===== src/rtl/dmem_arbiter.sv =====
// dmem_arbiter: shares one single-port data memory between the CPU load/store
// unit (requester 0) and the debug/program loader (requester 1). Grants at most
// one request per cycle, rejects misaligned/out-of-range accesses, and returns a
// registered one-cycle-latency response to each requester.
// Optional feature: define DMEM_ARB_RR_EN for round-robin priority; otherwise
// requester 0 has fixed priority and no pointer register exists.
module dmem_arbiter #(
  parameter int unsigned ADDR_WORDS = 64
) (
  input  logic        clock,
  input  logic        reset,
  input  logic        req0_valid,
  output logic        req0_ready,
  input  logic        req0_write,
  input  logic [31:0] req0_address,
  input  logic [31:0] req0_wdata,
  output logic        resp0_valid,
  output logic [31:0] resp0_rdata,
  output logic        resp0_err,
  input  logic        req1_valid,
  output logic        req1_ready,
  input  logic        req1_write,
  input  logic [31:0] req1_address,
  input  logic [31:0] req1_wdata,
  output logic        resp1_valid,
  output logic [31:0] resp1_rdata,
  output logic        resp1_err,
  output logic        mem_write_enable,
  output logic [31:0] mem_address,
  output logic [31:0] mem_write_data,
  input  logic [31:0] mem_read_data
);

  localparam logic [31:0] AddrLimit = 32'(4 * ADDR_WORDS);

  logic        grant0, grant1, any_grant, prefer1;
  logic        sel_write, sel_err, sel_good;
  logic [31:0] sel_addr, sel_wdata, load_data;

  logic        resp0_valid_q, resp1_valid_q;
  logic        resp0_err_q, resp1_err_q;
  logic [31:0] resp0_rdata_q, resp1_rdata_q;

`ifdef DMEM_ARB_RR_EN
  logic ptr_q, ptr_d;

  // Priority pointer: after a grant, favour the other requester; hold when idle.
  always_comb begin
    ptr_d = ptr_q;
    if (grant0) begin
      ptr_d = 1'b1;
    end else if (grant1) begin
      ptr_d = 1'b0;
    end
  end

  // Pointer register, reset to favour requester 0.
  always_ff @(posedge clock) begin
    if (reset) begin
      ptr_q <= 1'b0;
    end else begin
      ptr_q <= ptr_d;
    end
  end

  assign prefer1 = ptr_q;
`else
  assign prefer1 = 1'b0;
`endif

  // Grant decision; nothing is granted while reset is asserted.
  always_comb begin
    grant0 = 1'b0;
    grant1 = 1'b0;
    if (!reset) begin
      if (req0_valid && req1_valid) begin
        grant1 = prefer1;
        grant0 = !prefer1;
      end else begin
        grant0 = req0_valid;
        grant1 = req1_valid;
      end
    end
  end

  assign req0_ready = grant0;
  assign req1_ready = grant1;
  assign any_grant  = grant0 | grant1;

  // Select the granted request and classify it; memory sees only good accesses.
  always_comb begin
    sel_write = grant1 ? req1_write   : req0_write;
    sel_addr  = grant1 ? req1_address : req0_address;
    sel_wdata = grant1 ? req1_wdata   : req0_wdata;
    sel_err   = (sel_addr[1:0] != 2'b00) || (sel_addr >= AddrLimit);
    sel_good  = any_grant && !sel_err;
    mem_write_enable = 1'b0;
    mem_address      = '0;
    mem_write_data   = '0;
    if (sel_good) begin
      mem_write_enable = sel_write;
      mem_address      = sel_addr;
      mem_write_data   = sel_wdata;
    end
    load_data = (sel_good && !sel_write) ? mem_read_data : '0;
  end

  // Response registers; data/err are only refreshed on a transfer for that port.
  always_ff @(posedge clock) begin
    if (reset) begin
      resp0_valid_q <= 1'b0;
      resp1_valid_q <= 1'b0;
      resp0_err_q   <= 1'b0;
      resp1_err_q   <= 1'b0;
      resp0_rdata_q <= '0;
      resp1_rdata_q <= '0;
    end else begin
      resp0_valid_q <= grant0;
      resp1_valid_q <= grant1;
      if (grant0) begin
        resp0_err_q   <= sel_err;
        resp0_rdata_q <= load_data;
      end
      if (grant1) begin
        resp1_err_q   <= sel_err;
        resp1_rdata_q <= load_data;
      end
    end
  end

  // A reset arriving the cycle after a transfer drops the pending response.
  assign resp0_valid = resp0_valid_q && !reset;
  assign resp1_valid = resp1_valid_q && !reset;
  assign resp0_err   = resp0_err_q;
  assign resp1_err   = resp1_err_q;
  assign resp0_rdata = resp0_rdata_q;
  assign resp1_rdata = resp1_rdata_q;

endmodule


===== config.mk =====
export PLATFORM = sky130hd
export DESIGN_NAME = dmem_arbiter
export DESIGN_NICKNAME = d
export VERILOG_FILES = /design/src/rtl/dmem_arbiter.sv
export SDC_FILE = /design/constraint.sdc
export NUM_CORES = 1
export LEC_CHECK = 0
export ABC_AREA = 0
export ABC_CLOCK_PERIOD_IN_PS = 4000
export CORE_AREA = 4 4 114 116
export CTS_CLUSTER_SIZE = 25
export DETAILED_ROUTE_END_ITERATION = 8
export DIE_AREA = 0 0 118 120
export PLACE_DENSITY_LB_ADDON = 0.12
export SYNTH_ARGS = -nofsm -noshare
export SYNTH_HDL_FRONTEND = slang
export SYNTH_SLANG_ARGS = --single-unit
export TNS_END_PERCENT = 30

===== constraint.sdc =====
create_clock -name clock -period 4 [get_ports clock]
set_input_delay 0.4 -clock clock [delete_from_list [all_inputs] [get_ports clock]]
set_output_delay 0.4 -clock clock [all_outputs]
set_load 0.01 [all_outputs]

Yosys cells after proc, flatten, opt, wreduce, memory -nomap -nowiden:

Cells that the tools add are included.

* magnitude comparators: 1
* muxes and demuxes: 11
* bitwise logic cells: 1
* reduce and logical (&&, ||, !) cells: 10

Operator list (count)
* 32-bit 2-to-1 mux: 5
* 32-bit by 9-bit greater-or-equal comparator with 1-bit output, second input constant: 1
* 1-bit 2-to-1 mux: 6
* 1-bit logical AND: 5
* 1-bit logical NOT: 3
* 2-bit nonzero test: 1
* 1-bit logical OR: 1
* 1-bit bitwise OR: 1

* register bits after elaboration: 68
* bits of input ports: 166
* output and inout bits: 135
* word-level logic and storage cells: 29

Longest topological paths before layout:

Gate-level depths: netlist of the first run.

* depth in word-level cells: 10
* depth in mapped cells: 10
* gate-level depth less buffers: 6

Least setup slack after synthesis of the first run:

No wires, ideal clock.

* kind: input -> output
* from: in reset
* to: out mem_address[2]
* arrival time: 2.090 ns
* required time: 3.600 ns
* path slack: 1.510 ns
* stages: 10
* buffers on the path: 4
* cells stage by stage: buf_6 or3b_1 buf_6 inv_4 and3_4 and4_1 o211ai_1 buf_2 buf_6 a21oi_1

* cells in the longest elaborated chain, start to end: 7
* elaborated cells on any way between the ends: 10
* classes of those cells: order compare: 1; mux: 4; bitwise: 1; reduce/logical: 4

Ends and longest elaborated chain
* from (decl): RTL line 11 `input logic reset,`
* 1-bit 2-to-1 mux: RTL line 75 `if (!reset) begin`
* 32-bit 2-to-1 mux: RTL line 93 `sel_addr = grant1 ? req1_address : req0_address;`
* 32-bit by 9-bit greater-or-equal comparator with 1-bit output or 2-bit nonzero test (tied branches): RTL line 95 `sel_err = (sel_addr[1:0] != 2'b00) || (sel_addr >= AddrLimit);`
* 1-bit logical OR: RTL line 95
* 1-bit logical NOT: RTL line 96 `sel_good = any_grant && !sel_err;`
* 1-bit logical AND: RTL line 96
* 32-bit 2-to-1 mux *: RTL line 100 `if (sel_good) begin`
* to (decl): RTL line 29 `output logic [31:0] mem_address,`

Every way passes the cells marked *; elsewhere a longest branch is shown, timed or not.

Worst setup path after layout of the first run:

* from: in req0_valid
* to: out mem_write_data[24]

* cells in the longest elaborated chain, start to end: 9
* elaborated cells on any way between the ends: 14
* classes of those cells: order compare: 1; mux: 7; bitwise: 1; reduce/logical: 5

Ends and longest elaborated chain
* from (decl): RTL line 12 `input logic req0_valid,`
* 1-bit logical AND: RTL line 76 `if (req0_valid && req1_valid) begin`
* 1-bit 2-to-1 mux: RTL line 76
* 1-bit 2-to-1 mux: RTL line 75
* 32-bit 2-to-1 mux: RTL line 93
* 32-bit by 9-bit greater-or-equal comparator with 1-bit output or 2-bit nonzero test (tied branches): RTL line 95
* 1-bit logical OR: RTL line 95
* 1-bit logical NOT: RTL line 96
* 1-bit logical AND: RTL line 96
* 32-bit 2-to-1 mux *: RTL line 100
* to (decl): RTL line 30 `output logic [31:0] mem_write_data,`

Marks and branches as above.

==> results of run 1 <==
cell usage after synthesis, types with 2 or more instances:
cell,count
sky130_fd_sc_hd__nand2_1,103
sky130_fd_sc_hd__dfxtp_1,68
sky130_fd_sc_hd__a21oi_1,40
sky130_fd_sc_hd__a22o_1,32
sky130_fd_sc_hd__buf_4,26
sky130_fd_sc_hd__o21ai_0,24
sky130_fd_sc_hd__clkbuf_1,23
sky130_fd_sc_hd__nand3_1,22
sky130_fd_sc_hd__nor4_1,14
sky130_fd_sc_hd__a32o_1,10
sky130_fd_sc_hd__nor2_1,8
sky130_fd_sc_hd__buf_6,6
sky130_fd_sc_hd__nor2b_1,4
sky130_fd_sc_hd__nand4_1,3
sky130_fd_sc_hd__and4_1,2
sky130_fd_sc_hd__buf_2,2
sky130_fd_sc_hd__nor4b_1,2
worst max-delay path, stage by stage:
cell and delay, ns:
sky130_fd_sc_hd__clkdlybuf4s50_1 0.54, sky130_fd_sc_hd__or3b_1 0.56, sky130_fd_sc_hd__inv_4 0.10, sky130_fd_sc_hd__and3_4 0.19, sky130_fd_sc_hd__and4_1 0.24, sky130_fd_sc_hd__o211ai_1 0.12
sky130_fd_sc_hd__buf_4 0.26, sky130_fd_sc_hd__a21oi_1 0.18, sky130_fd_sc_hd__clkdlybuf4s50_1 0.56
cell families after synthesis:
family,Yosys count,synth area share
and+or+nand+nor,165,0.235
AOI/OAI and AO/OA,109,0.228
DFF,68,0.421
buffers and inverters,59,0.114
other,1,0.00116
power by group:
group | switching (mW) | internal (mW)
registers | 0.000995 | 0.680
logic | 0.0982 | 0.163
clock network | 0.300 | 0.485
total | 0.399 | 1.33
final timing paths:
check                                           to  slack [ns]       startpoint  cells after the start
worst max-delay path            mem_write_data[24]        0.43       req0_valid                      9
worst min-delay path               resp1_rdata[16]        0.45  resp1_rdata[16]                      2
worst max register to register           resp0_err        3.33        resp0_err                      2
worst min register to register     resp1_rdata[16]        0.45  resp1_rdata[16]                      2
metrics by stage:
stage	utilization	power [mW]	hold slack, ns
after global routing	0.528	1.80	0.477
after CTS	0.528	1.75	0.457
after detailed placement	0.503	0.957	0.443
after global placement	0.503	0.957	0.434
after floorplan	-	0.777	0.483
final	0.528	1.73	0.451
cell type report:
class,count,area [um^2]
tap,147,184
timing repair buffer,286,2830
clock inverter,7,75.1
fill,1123,5620
clock buffer,9,225
sequential,68,1360
inverter,2,10.0
multi-input combinational,300,1600
routing by layer:
metal / part of all wire / GRT usage / wire length [um]
met2: 0.52 / 0.364 / 7840
met5: 0 / 0 / 0
met3: 0.070 / 0.0580 / 1050
met4: 0.015 / 0.0513 / 230
met1: 0.39 / 0.225 / 5890
flip-flops by register name (all words and copies together) (netlist names):
name and cells:
resp0_rdata 32, resp0_valid_q 1, resp1_err 1, resp1_valid_q 1, resp0_err 1, resp1_rdata 32
==> metrics.txt, run 1 <==
# TYPE chip_impl_metric gauge
chip_impl_metric{name="tightest_slew",unit="ns"} 0.707
chip_impl_metric{name="gp_congestion",unit=""} 0.910
chip_impl_metric{name="synth-edff-count",unit=""} 0
chip_impl_metric{name="cp_data_required_time",unit="ns"} 3.60
chip_impl_metric{name="min_setup_slack_post_route",unit="ns"} 0.434
chip_impl_metric{name="initial_utilization",unit=""} 0.271
chip_impl_metric{name="cts.sink_count",unit=""} 68
chip_impl_info{name="layout.cells.most_common_list",value="sky130_fd_sc_hd__clkdlybuf4s50_1 (274), sky130_fd_sc_hd__nand2_1 (103), sky130_fd_sc_hd__dfxtp_1 (68), sky130_fd_sc_hd__a21oi_1 (40), sky130_fd_sc_hd__a22o_1 (32)"} 1
chip_impl_metric{name="async_reset_ff_frac",unit=""} 0
chip_impl_metric{name="first_pass_grt_wire_length",unit="um"} 21900
chip_impl_info{name="endpoint_kind",value="primary output"} 1
chip_impl_metric{name="drt-wirelength-per-cell",unit="um"} 18.3
chip_impl_metric{name="chipWidth",unit="um"} 118
chip_impl_metric{name="avgViaCountPerCell",unit=""} 4.68
chip_impl_metric{name="synth_cell_type_count",unit=""} 30
chip_impl_metric{name="synthesis.area_per_instance",unit="um^2"} 8.04
chip_impl_metric{name="h_tree_depth",unit=""} 3
chip_impl_metric{name="ys_ff_latch",unit=""} 68
chip_impl_metric{name="area_growth_from_synthesis_to_final_layout",unit="%"} 94.8
chip_impl_metric{name="die-height",unit="um"} 120
chip_impl_metric{name="boundaryPins",unit=""} 301
chip_impl_metric{name="synthCells",unit=""} 402
chip_impl_info{name="worst-setup-path-type",value="in2out"} 1
chip_impl_metric{name="drtPass1Iterations",unit=""} 4
chip_impl_info{name="clock-root-buffer",value="sky130_fd_sc_hd__clkbuf_16"} 1
chip_impl_metric{name="numPortBuffers",unit=""} 274
chip_impl_metric{name="finish.net_count",unit=""} 833
chip_impl_metric{name="grtUsageTotal",unit=""} 0.198
chip_impl_metric{name="dp_cells",unit=""} 803
chip_impl_info{name="result_of_the_run",value="finished, final reports clean"} 1
chip_impl_metric{name="ir_worst_vdd",unit="uV"} 190
chip_impl_metric{name="final-instance-count-excl-fill",unit=""} 819
chip_impl_metric{name="final_report_setup_violation_count",unit=""} 0
chip_impl_metric{name="worst_skew_late_latency",unit="ns"} 0.32
chip_impl_metric{name="pleak",unit="nW"} 2.33
chip_impl_metric{name="maximum_achievable_frequency",unit="MHz"} 280
chip_impl_metric{name="yosys_warnings",unit=""} 0
chip_impl_metric{name="via_count_of_the_first_global_routing_pass",unit=""} 3806
chip_impl_metric{name="total_overflow_reported_by_the_global_router",unit=""} 0
chip_impl_metric{name="slew_viol_final",unit=""} 0
chip_impl_metric{name="synth_seq_area_share",unit=""} 0.421
chip_impl_metric{name="power.density",unit="nW/um^2"} 275
chip_impl_metric{name="cts.path.max_buffers",unit=""} 2
chip_impl_metric{name="crit_arrival",unit="ns"} 3.17
chip_impl_metric{name="max-cap-violations",unit=""} 0
chip_impl_metric{name="post-synth-top-area-fraction",unit=""} 0.421
chip_impl_metric{name="critPathMaxFanout",unit=""} 30
chip_impl_info{name="synth_top_flop_cell",value="sky130_fd_sc_hd__dfxtp_1"} 1
chip_impl_metric{name="antenna_violations_before_repair",unit=""} 0
chip_impl_metric{name="initial_detailed_routing_violation_count",unit=""} 163
chip_impl_metric{name="antenna_violating_nets_post_route",unit=""} 0
chip_impl_info{name="final_common_cell",value="sky130_fd_sc_hd__clkdlybuf4s50_1"} 1
chip_impl_metric{name="post_dp_cell_area",unit="um^2"} 5990
chip_impl_metric{name="post-route-period-util",unit=""} 0.892
chip_impl_metric{name="slew_headroom",unit=""} 0.524
chip_impl_metric{name="clk_transition_reported_paths",unit="ns"} 0.06
chip_impl_metric{name="cts_inserted_buffers",unit=""} 9
chip_impl_metric{name="placeableCoreArea",unit="um^2"} 11900
chip_impl_info{name="top_area_cells_in_the_synthesized_netlist",value="sky130_fd_sc_hd__dfxtp_1 (42%), sky130_fd_sc_hd__nand2_1 (12%), sky130_fd_sc_hd__a22o_1 (8.7%), sky130_fd_sc_hd__a21oi_1 (6.2%), sky130_fd_sc_hd__buf_4 (6.0%)"} 1
chip_impl_metric{name="dpl.hpwl",unit="um"} 12100
chip_impl_metric{name="cts_post_setup_buffers_inserted",unit=""} 0
chip_impl_metric{name="rows",unit=""} 40
chip_impl_metric{name="antenna_cells_inserted",unit=""} 0
chip_impl_info{name="cts_tree",value="done"} 1
chip_impl_info{name="worstSetupStartpointType",value="input pin"} 1
chip_impl_metric{name="cts_repair_resize_count",unit=""} 0
chip_impl_metric{name="residual_drc",unit=""} 0
chip_impl_metric{name="via_count",unit=""} 3832
chip_impl_info{name="grt_setup_unrepaired",value="false"} 1
chip_impl_info{name="hold_path_class",value="reg2reg"} 1
chip_impl_info{name="synthDominantAreaCellType",value="sky130_fd_sc_hd__dfxtp_1"} 1
chip_impl_metric{name="share_of_layout_cells_above_drive_strength_1",unit=""} 0.0536
chip_impl_metric{name="finalWorstPathRequiredPeriod",unit="ns"} 3.57
chip_impl_metric{name="hold_violations",unit=""} 0
chip_impl_metric{name="drt-total-wl",unit="um"} 15000
chip_impl_metric{name="fp.dieArea",unit="um^2"} 14200
chip_impl_metric{name="post-route-cell-area",unit="um^2"} 6290
chip_impl_metric{name="mappedNetlistArea",unit="um^2"} 3230
chip_impl_metric{name="grt_start_max_net_pins",unit=""} 42
chip_impl_metric{name="fin_skew",unit="ns"} 0
chip_impl_metric{name="detailedPlace.worstSlack",unit="ns"} 0.455
chip_impl_metric{name="hold_buffers",unit=""} 0
chip_impl_metric{name="final_total_negative_setup_slack",unit="ns"} 0
No activity file was read; power rests on OpenSTA's default activity.
==> run 2: changes to the inputs <==
==> constraint.sdc (replaced) <==
create_clock -name clock -period 4 [get_ports clock]
set_input_delay 0.8 -clock clock [delete_from_list [all_inputs] [get_ports clock]]
set_output_delay 0.8 -clock clock [all_outputs]
set_load 0.01 [all_outputs]
==> run 2 against run 1 <==
  * Sequential share of layout area shrank 0.19 points
  * Global-route usage grew 0.42 points
  * Final cell count grew 1.2%
  * Maximum frequency shrank 7.4%
  * Sequential cell count is the same
  * Utilization grew 0.47 points
  * Clock power shrank 1%
  * Combinational power grew 2%
  * Die area is the same
  * Power shrank 0.18%
  * Hold slack lost 0.0021 ns
  * Via count grew 2.0%
==> metrics.txt, run 2 (synthesis results as in run 1) <==
# TYPE chip_impl_metric gauge
chip_impl_metric{name="ff2ff_setup_slack",unit="ns"} 3.37
chip_impl_metric{name="grtUsageTotal",unit=""} 0.203
chip_impl_metric{name="via_count_of_the_first_global_routing_pass",unit=""} 3844
chip_impl_info{name="cts_tree",value="done"} 1
chip_impl_metric{name="finish.net_count",unit=""} 843
chip_impl_info{name="layout.cells.most_common_list",value="sky130_fd_sc_hd__clkdlybuf4s50_1 (235), sky130_fd_sc_hd__nand2_1 (103), sky130_fd_sc_hd__dfxtp_1 (68), sky130_fd_sc_hd__a21oi_1 (40), sky130_fd_sc_hd__dlygate4sd2_1 (39)"} 1
chip_impl_metric{name="antenna_violating_nets_post_route",unit=""} 0
chip_impl_info{name="whs_endpoint",value="resp1_rdata[31]"} 1
chip_impl_metric{name="numPortBuffers",unit=""} 274
chip_impl_metric{name="antenna_cells_inserted",unit=""} 0
chip_impl_metric{name="residual_drc",unit=""} 0
chip_impl_metric{name="initial_utilization",unit=""} 0.271
chip_impl_metric{name="reg2reg_depth",unit=""} 2
chip_impl_metric{name="min_setup_slack_post_route",unit="ns"} 0.148
chip_impl_metric{name="total_power",unit="mW"} 1.72
chip_impl_metric{name="clk_transition_reported_paths",unit="ns"} 0.05
chip_impl_info{name="grt-busiest-layer",value="met2"} 1
chip_impl_metric{name="share_of_layout_cells_above_drive_strength_1",unit=""} 0.0718
chip_impl_metric{name="maximum_achievable_frequency",unit="MHz"} 260
chip_impl_metric{name="drt-total-wl",unit="um"} 15200
chip_impl_metric{name="dpl.hpwl",unit="um"} 12300
chip_impl_metric{name="pleak",unit="nW"} 2.56
chip_impl_info{name="cp_slowest_cell",value="sky130_fd_sc_hd__clkdlybuf4s50_1"} 1
chip_impl_metric{name="post-route-cell-area",unit="um^2"} 6350
chip_impl_metric{name="cts.sink_count",unit=""} 68
chip_impl_info{name="grt_setup_unrepaired",value="false"} 1
chip_impl_metric{name="critPathMaxStageDelay",unit="ns"} 0.45
chip_impl_metric{name="crit_arrival",unit="ns"} 3.05
chip_impl_metric{name="fin_skew",unit="ns"} 0
chip_impl_metric{name="register_area",unit="um^2"} 1360
chip_impl_metric{name="slew_viol_final",unit=""} 0
chip_impl_metric{name="cp.buffers_inverters",unit=""} 4
chip_impl_metric{name="via_count",unit=""} 3910
chip_impl_info{name="rr_endpoint",value="resp0_err"} 1
chip_impl_metric{name="detailedPlace.worstSlack",unit="ns"} -0.244
chip_impl_metric{name="hold_violations",unit=""} 0
chip_impl_metric{name="cp_data_required_time",unit="ns"} 3.20
chip_impl_info{name="worstHoldStart",value="resp1_rdata[31]"} 1
chip_impl_info{name="family_with_the_most_delay_on_the_worst_path",value="buffers and inverters"} 1
chip_impl_info{name="result_of_the_run",value="finished, final reports clean"} 1
chip_impl_metric{name="grt_util_met3",unit=""} 0.0580
chip_impl_metric{name="met1_usage",unit=""} 0.237
chip_impl_metric{name="global_route_met2_usage",unit=""} 0.363
chip_impl_info{name="worst_r2r_startpoint",value="resp0_err"} 1
chip_impl_metric{name="drtPass1Iterations",unit=""} 4
chip_impl_metric{name="multiInputGateArea",unit="um^2"} 1630
chip_impl_metric{name="ir_worst_vdd",unit="uV"} 185
chip_impl_metric{name="avgViaCountPerCell",unit=""} 4.72
chip_impl_metric{name="boundaryPins",unit=""} 301
chip_impl_metric{name="grt_start_max_net_pins",unit=""} 43
chip_impl_metric{name="chipWidth",unit="um"} 118
chip_impl_metric{name="post-route-period-util",unit=""} 0.963
chip_impl_metric{name="filler_cell_count",unit=""} 1188
chip_impl_metric{name="rows",unit=""} 40
chip_impl_metric{name="min_path_cells",unit=""} 2
chip_impl_metric{name="cts_inserted_buffers",unit=""} 9
chip_impl_metric{name="worst_skew_late_latency",unit="ns"} 0.32
chip_impl_metric{name="placeableCoreArea",unit="um^2"} 11900
chip_impl_metric{name="post_dp_cell_area",unit="um^2"} 6080
chip_impl_info{name="endpoint_kind",value="primary output"} 1
chip_impl_metric{name="power.density",unit="nW/um^2"} 272
chip_impl_metric{name="total_overflow_reported_by_the_global_router",unit=""} 0
chip_impl_metric{name="antenna_violations_before_repair",unit=""} 0
chip_impl_metric{name="timing.critical_path.depth",unit=""} 9
chip_impl_metric{name="h_tree_depth",unit=""} 3
chip_impl_metric{name="drt-wirelength-per-cell",unit="um"} 18.4
chip_impl_info{name="worstSetupStartpointType",value="input pin"} 1
chip_impl_info{name="path_cells",value="clkdlybuf4s50_1 > or3b_4 > inv_4 > and3_4 > and4_1 > o211ai_1 > buf_4 > a21oi_1 > dlygate4sd2_1"} 1
chip_impl_metric{name="critPathMaxFanout",unit=""} 9
chip_impl_metric{name="finalWorstPathRequiredPeriod",unit="ns"} 3.85
chip_impl_metric{name="die-height",unit="um"} 120
chip_impl_metric{name="max-cap-violations",unit=""} 0
chip_impl_metric{name="initial_detailed_routing_violation_count",unit=""} 152
chip_impl_metric{name="first_pass_grt_wire_length",unit="um"} 22500
chip_impl_metric{name="final_report_setup_violation_count",unit=""} 0
chip_impl_metric{name="cts.path.max_buffers",unit=""} 2
chip_impl_metric{name="fp.dieArea",unit="um^2"} 14200
chip_impl_info{name="hold_path_class",value="reg2reg"} 1
chip_impl_info{name="worst-setup-path-type",value="in2out"} 1
chip_impl_metric{name="area_growth_from_synthesis_to_final_layout",unit="%"} 96.5
chip_impl_metric{name="gp_congestion",unit=""} 0.951
chip_impl_info{name="final_common_cell",value="sky130_fd_sc_hd__clkdlybuf4s50_1"} 1
chip_impl_info{name="clock-root-buffer",value="sky130_fd_sc_hd__clkbuf_16"} 1
chip_impl_info{name="worst_setup_path_startpoint",value="req0_valid"} 1
chip_impl_metric{name="final_total_negative_setup_slack",unit="ns"} 0
[run 2: changes by cell type in the layout (fill, tap and decap cells not counted), sizes merged]
| cell | delta |
|---|---|
| clkdlybuf4s50 | -39 |
| dlygate4sd2 | +39 |
| buf | +10 |
| clkinv | -3 |
| clkinvlp | +2 |
| clkbuf | +1 |
[run 2: worst max path at each step]
stage	end	slack, ns
6_report	mem_address[7]	0.15
5_1_grt	mem_write_data[9]	0.02
4_1_cts	mem_write_data[22]	0.16
3_5_place_dp	mem_write_data[22]	-0.24
3_3_place_gp	mem_address[7]	-0.23
2_1_floorplan	mem_address[2]	0.71
[run 2: final cells by class]
class / count / share of cell area
timing repair buffer: 296 / 0.453
multi-input combinational: 300 / 0.256
sequential: 68 / 0.214
clock buffer: 10 / 0.0361
tap: 147 / 0.0290
clock inverter: 6 / 0.0101
inverter: 2 / 0.00158
[run 2: layer usage]
metal	share of wire	up-vias
met3	0.068	16
met5	0	-
met1	0.40	1798
li1	-	1913
met4	0.017	0
met2	0.52	183
[run 2: tightest hold or removal path, delay by kind of cell, from the launching register on]
family           cells  cell delay, ns
AND/OR/NAND/NOR      1            0.04
AO/OA/AOI/OAI        1            0.05
flip-flops           1            0.32
[run 2: metrics by stage]
step,hold slack [ns],util,cells
finish,0.449,0.533,829
floorplan,0.483,-,427
global placement,0.437,0.510,813
detailed placement,0.443,0.510,813
global route,0.482,0.533,829
CTS,0.457,0.533,829
[run 2: repair_timing]
action,in CTS,in global routing
hold buffers,0,0
gates resized for setup,44,0
setup endpoints to repair,39,0
buffers inserted,0,0
[run 2: where the power goes]
part	internal [mW]	switching [mW]	total [mW]
Clock	0.483	0.293	0.776
Sequential	0.680	0.000924	0.681
Combinational	0.168	0.101	0.268
Total	1.33	0.395	1.72
==> RTL change: new RTL, settings of run 1 <==
Add a define of `DMEM_ARB_RR_EN`.
--- a/src/rtl/dmem_arbiter.sv
+++ b/src/rtl/dmem_arbiter.sv
@@ -4,6 +4,8 @@
 // registered one-cycle-latency response to each requester.
 // Optional feature: define DMEM_ARB_RR_EN for round-robin priority; otherwise
 // requester 0 has fixed priority and no pointer register exists.
+`define DMEM_ARB_RR_EN
+
 module dmem_arbiter #(
   parameter int unsigned ADDR_WORDS = 64
 ) (
Behaviour: not the same (Yosys sat finds a counterexample within 4 cycles, from zero or initial values and one cycle with reset high).
==> RTL change against run 1 <==
- cell count grew 2.2%
- count of clock-buffer cells in the layout is the same
- total power is essentially flat
- routed wire length grew 5.2%
- cell area grew 11%
- register-to-register slack lost 1.6 ns
- worst setup slack lost 0.33 ns
- combinational power grew 16%
- synthesized area grew 19%
- sequential share of layout area shrank 1.8 points
- clock skew grew 0.0082 ns
- sequential cell count grew 1
- critical endpoint is now mem_write_data[22]
==> RTL change: results (changes against run 1) <==
.. list-table::
   :header-rows: 1

   * - Metric
     - Value
   * - Net count of the finished layout
     - 851 (was 833)
   * - Largest cells by area after synthesis
     - dfxtp_1 36%, a2111oi_2 13%, nand2_1 11% (was dfxtp_1 42%, nand2_1 12%, a22o_1 8.7%)
   * - Metal2 WL
     - 8340 um (was 7840 um)
   * - Routed wl met3
     - 1160 um (was 1050 um)
   * - First-pass GRT wire length
     - 23800 um (was 21900 um)
   * - Routed met1 length
     - 6080 um (was 5890 um)
   * - Final instance count without filler cells
     - 837 (was 819)
   * - Fin worst setup slack
     - 0.107 ns (was 0.434 ns)
   * - Slowest cell on the critical path
     - clkdlybuf4s50_1 (was or3b_1)
   * - Result of the run
     - complete, no violations (unchanged)
   * - Number of vias per cell after detailed routing
     - 5.06 (was 4.68)
   * - Switching share of power
     - 25.5% (was 23.1%)
   * - Portion of netlist area occupied by mux cells
     - 1.20% (was 0%)
   * - Placed Instances
     - 821 (was 803)
   * - Sequential cell fraction of total power
     - 40.1% (was 39.4%)
   * - Worst clock skew on the final layout
     - 0.00817 ns (was 0 ns)
   * - Slowest cell delay on critical path
     - 0.61 ns (was 0.56 ns)
   * - Clk pwr share
     - 42.2% (was 45.5%)
   * - Maximum number of pins on one net before global-route repair
     - 44 (was 42)
   * - Wire length reported by the detailed router
     - 15800 um (was 15000 um)
   * - Routability cong.
     - 0.812 (was 0.910)
   * - Pre-CTS WS
     - 0.0804 ns (was 0.455 ns)
   * - Drt initial violations
     - 250 (was 163)
   * - Placed wire-length estimate after detailed placement
     - 12400 um (was 12100 um)
   * - Post-route worst hold slack
     - 0.451 ns (about the same)
   * - Met3 Use GR
     - 6.60% (was 5.80%)
   * - Mean instance size in the synthesized netlist
     - 9.04 um2 (was 8.04 um2)
   * - Setup slack of the worst register-to-register path
     - 1.73 ns (was 3.33 ns)
   * - GR met2 Demand/Resource
     - 39.7% (was 36.4%)
   * - Total placed instance area
     - 6680 um2 (was 5990 um2)
   * - Overall routing resource usage
     - 21.0% (was 19.8%)
   * - Data arrival, critical path
     - 3.49 ns (was 3.17 ns)
RTL change: cell count changes after synthesis, moves of 20 or more:
cell and delta:
o31ai_1 +32, o21ai_0 -23, a21oi_1 -35, nand3_1 -20, nand3b_1 +31, a2111oi_2 +34
RTL change: layout make-up:
class | instances | area, um2 | area share [%]
repair buffers | 290 | 2910 | 41.7
inverters | 3 | 11.3 | 0.161
well taps | 147 | 184 | 2.64
flip-flops and latches | 69 | 1380 | 19.8
multi-input cells | 312 | 2210 | 31.7
clock inverters | 7 | 50.0 | 0.718
clock buffers | 9 | 225 | 3.23
RTL change: worst paths after layout:
| kind | cells after the start | startpoint | endpoint |
|---|---|---|---|
| hold / removal | 2 | resp0_rdata[30] | resp0_rdata[30] |
| setup reg to reg | 7 | prefer1 | resp1_rdata[25] |
| hold reg to reg | 2 | resp0_rdata[30] | resp0_rdata[30] |
| setup / recovery | 7 | req1_address[1] | mem_write_data[22] |
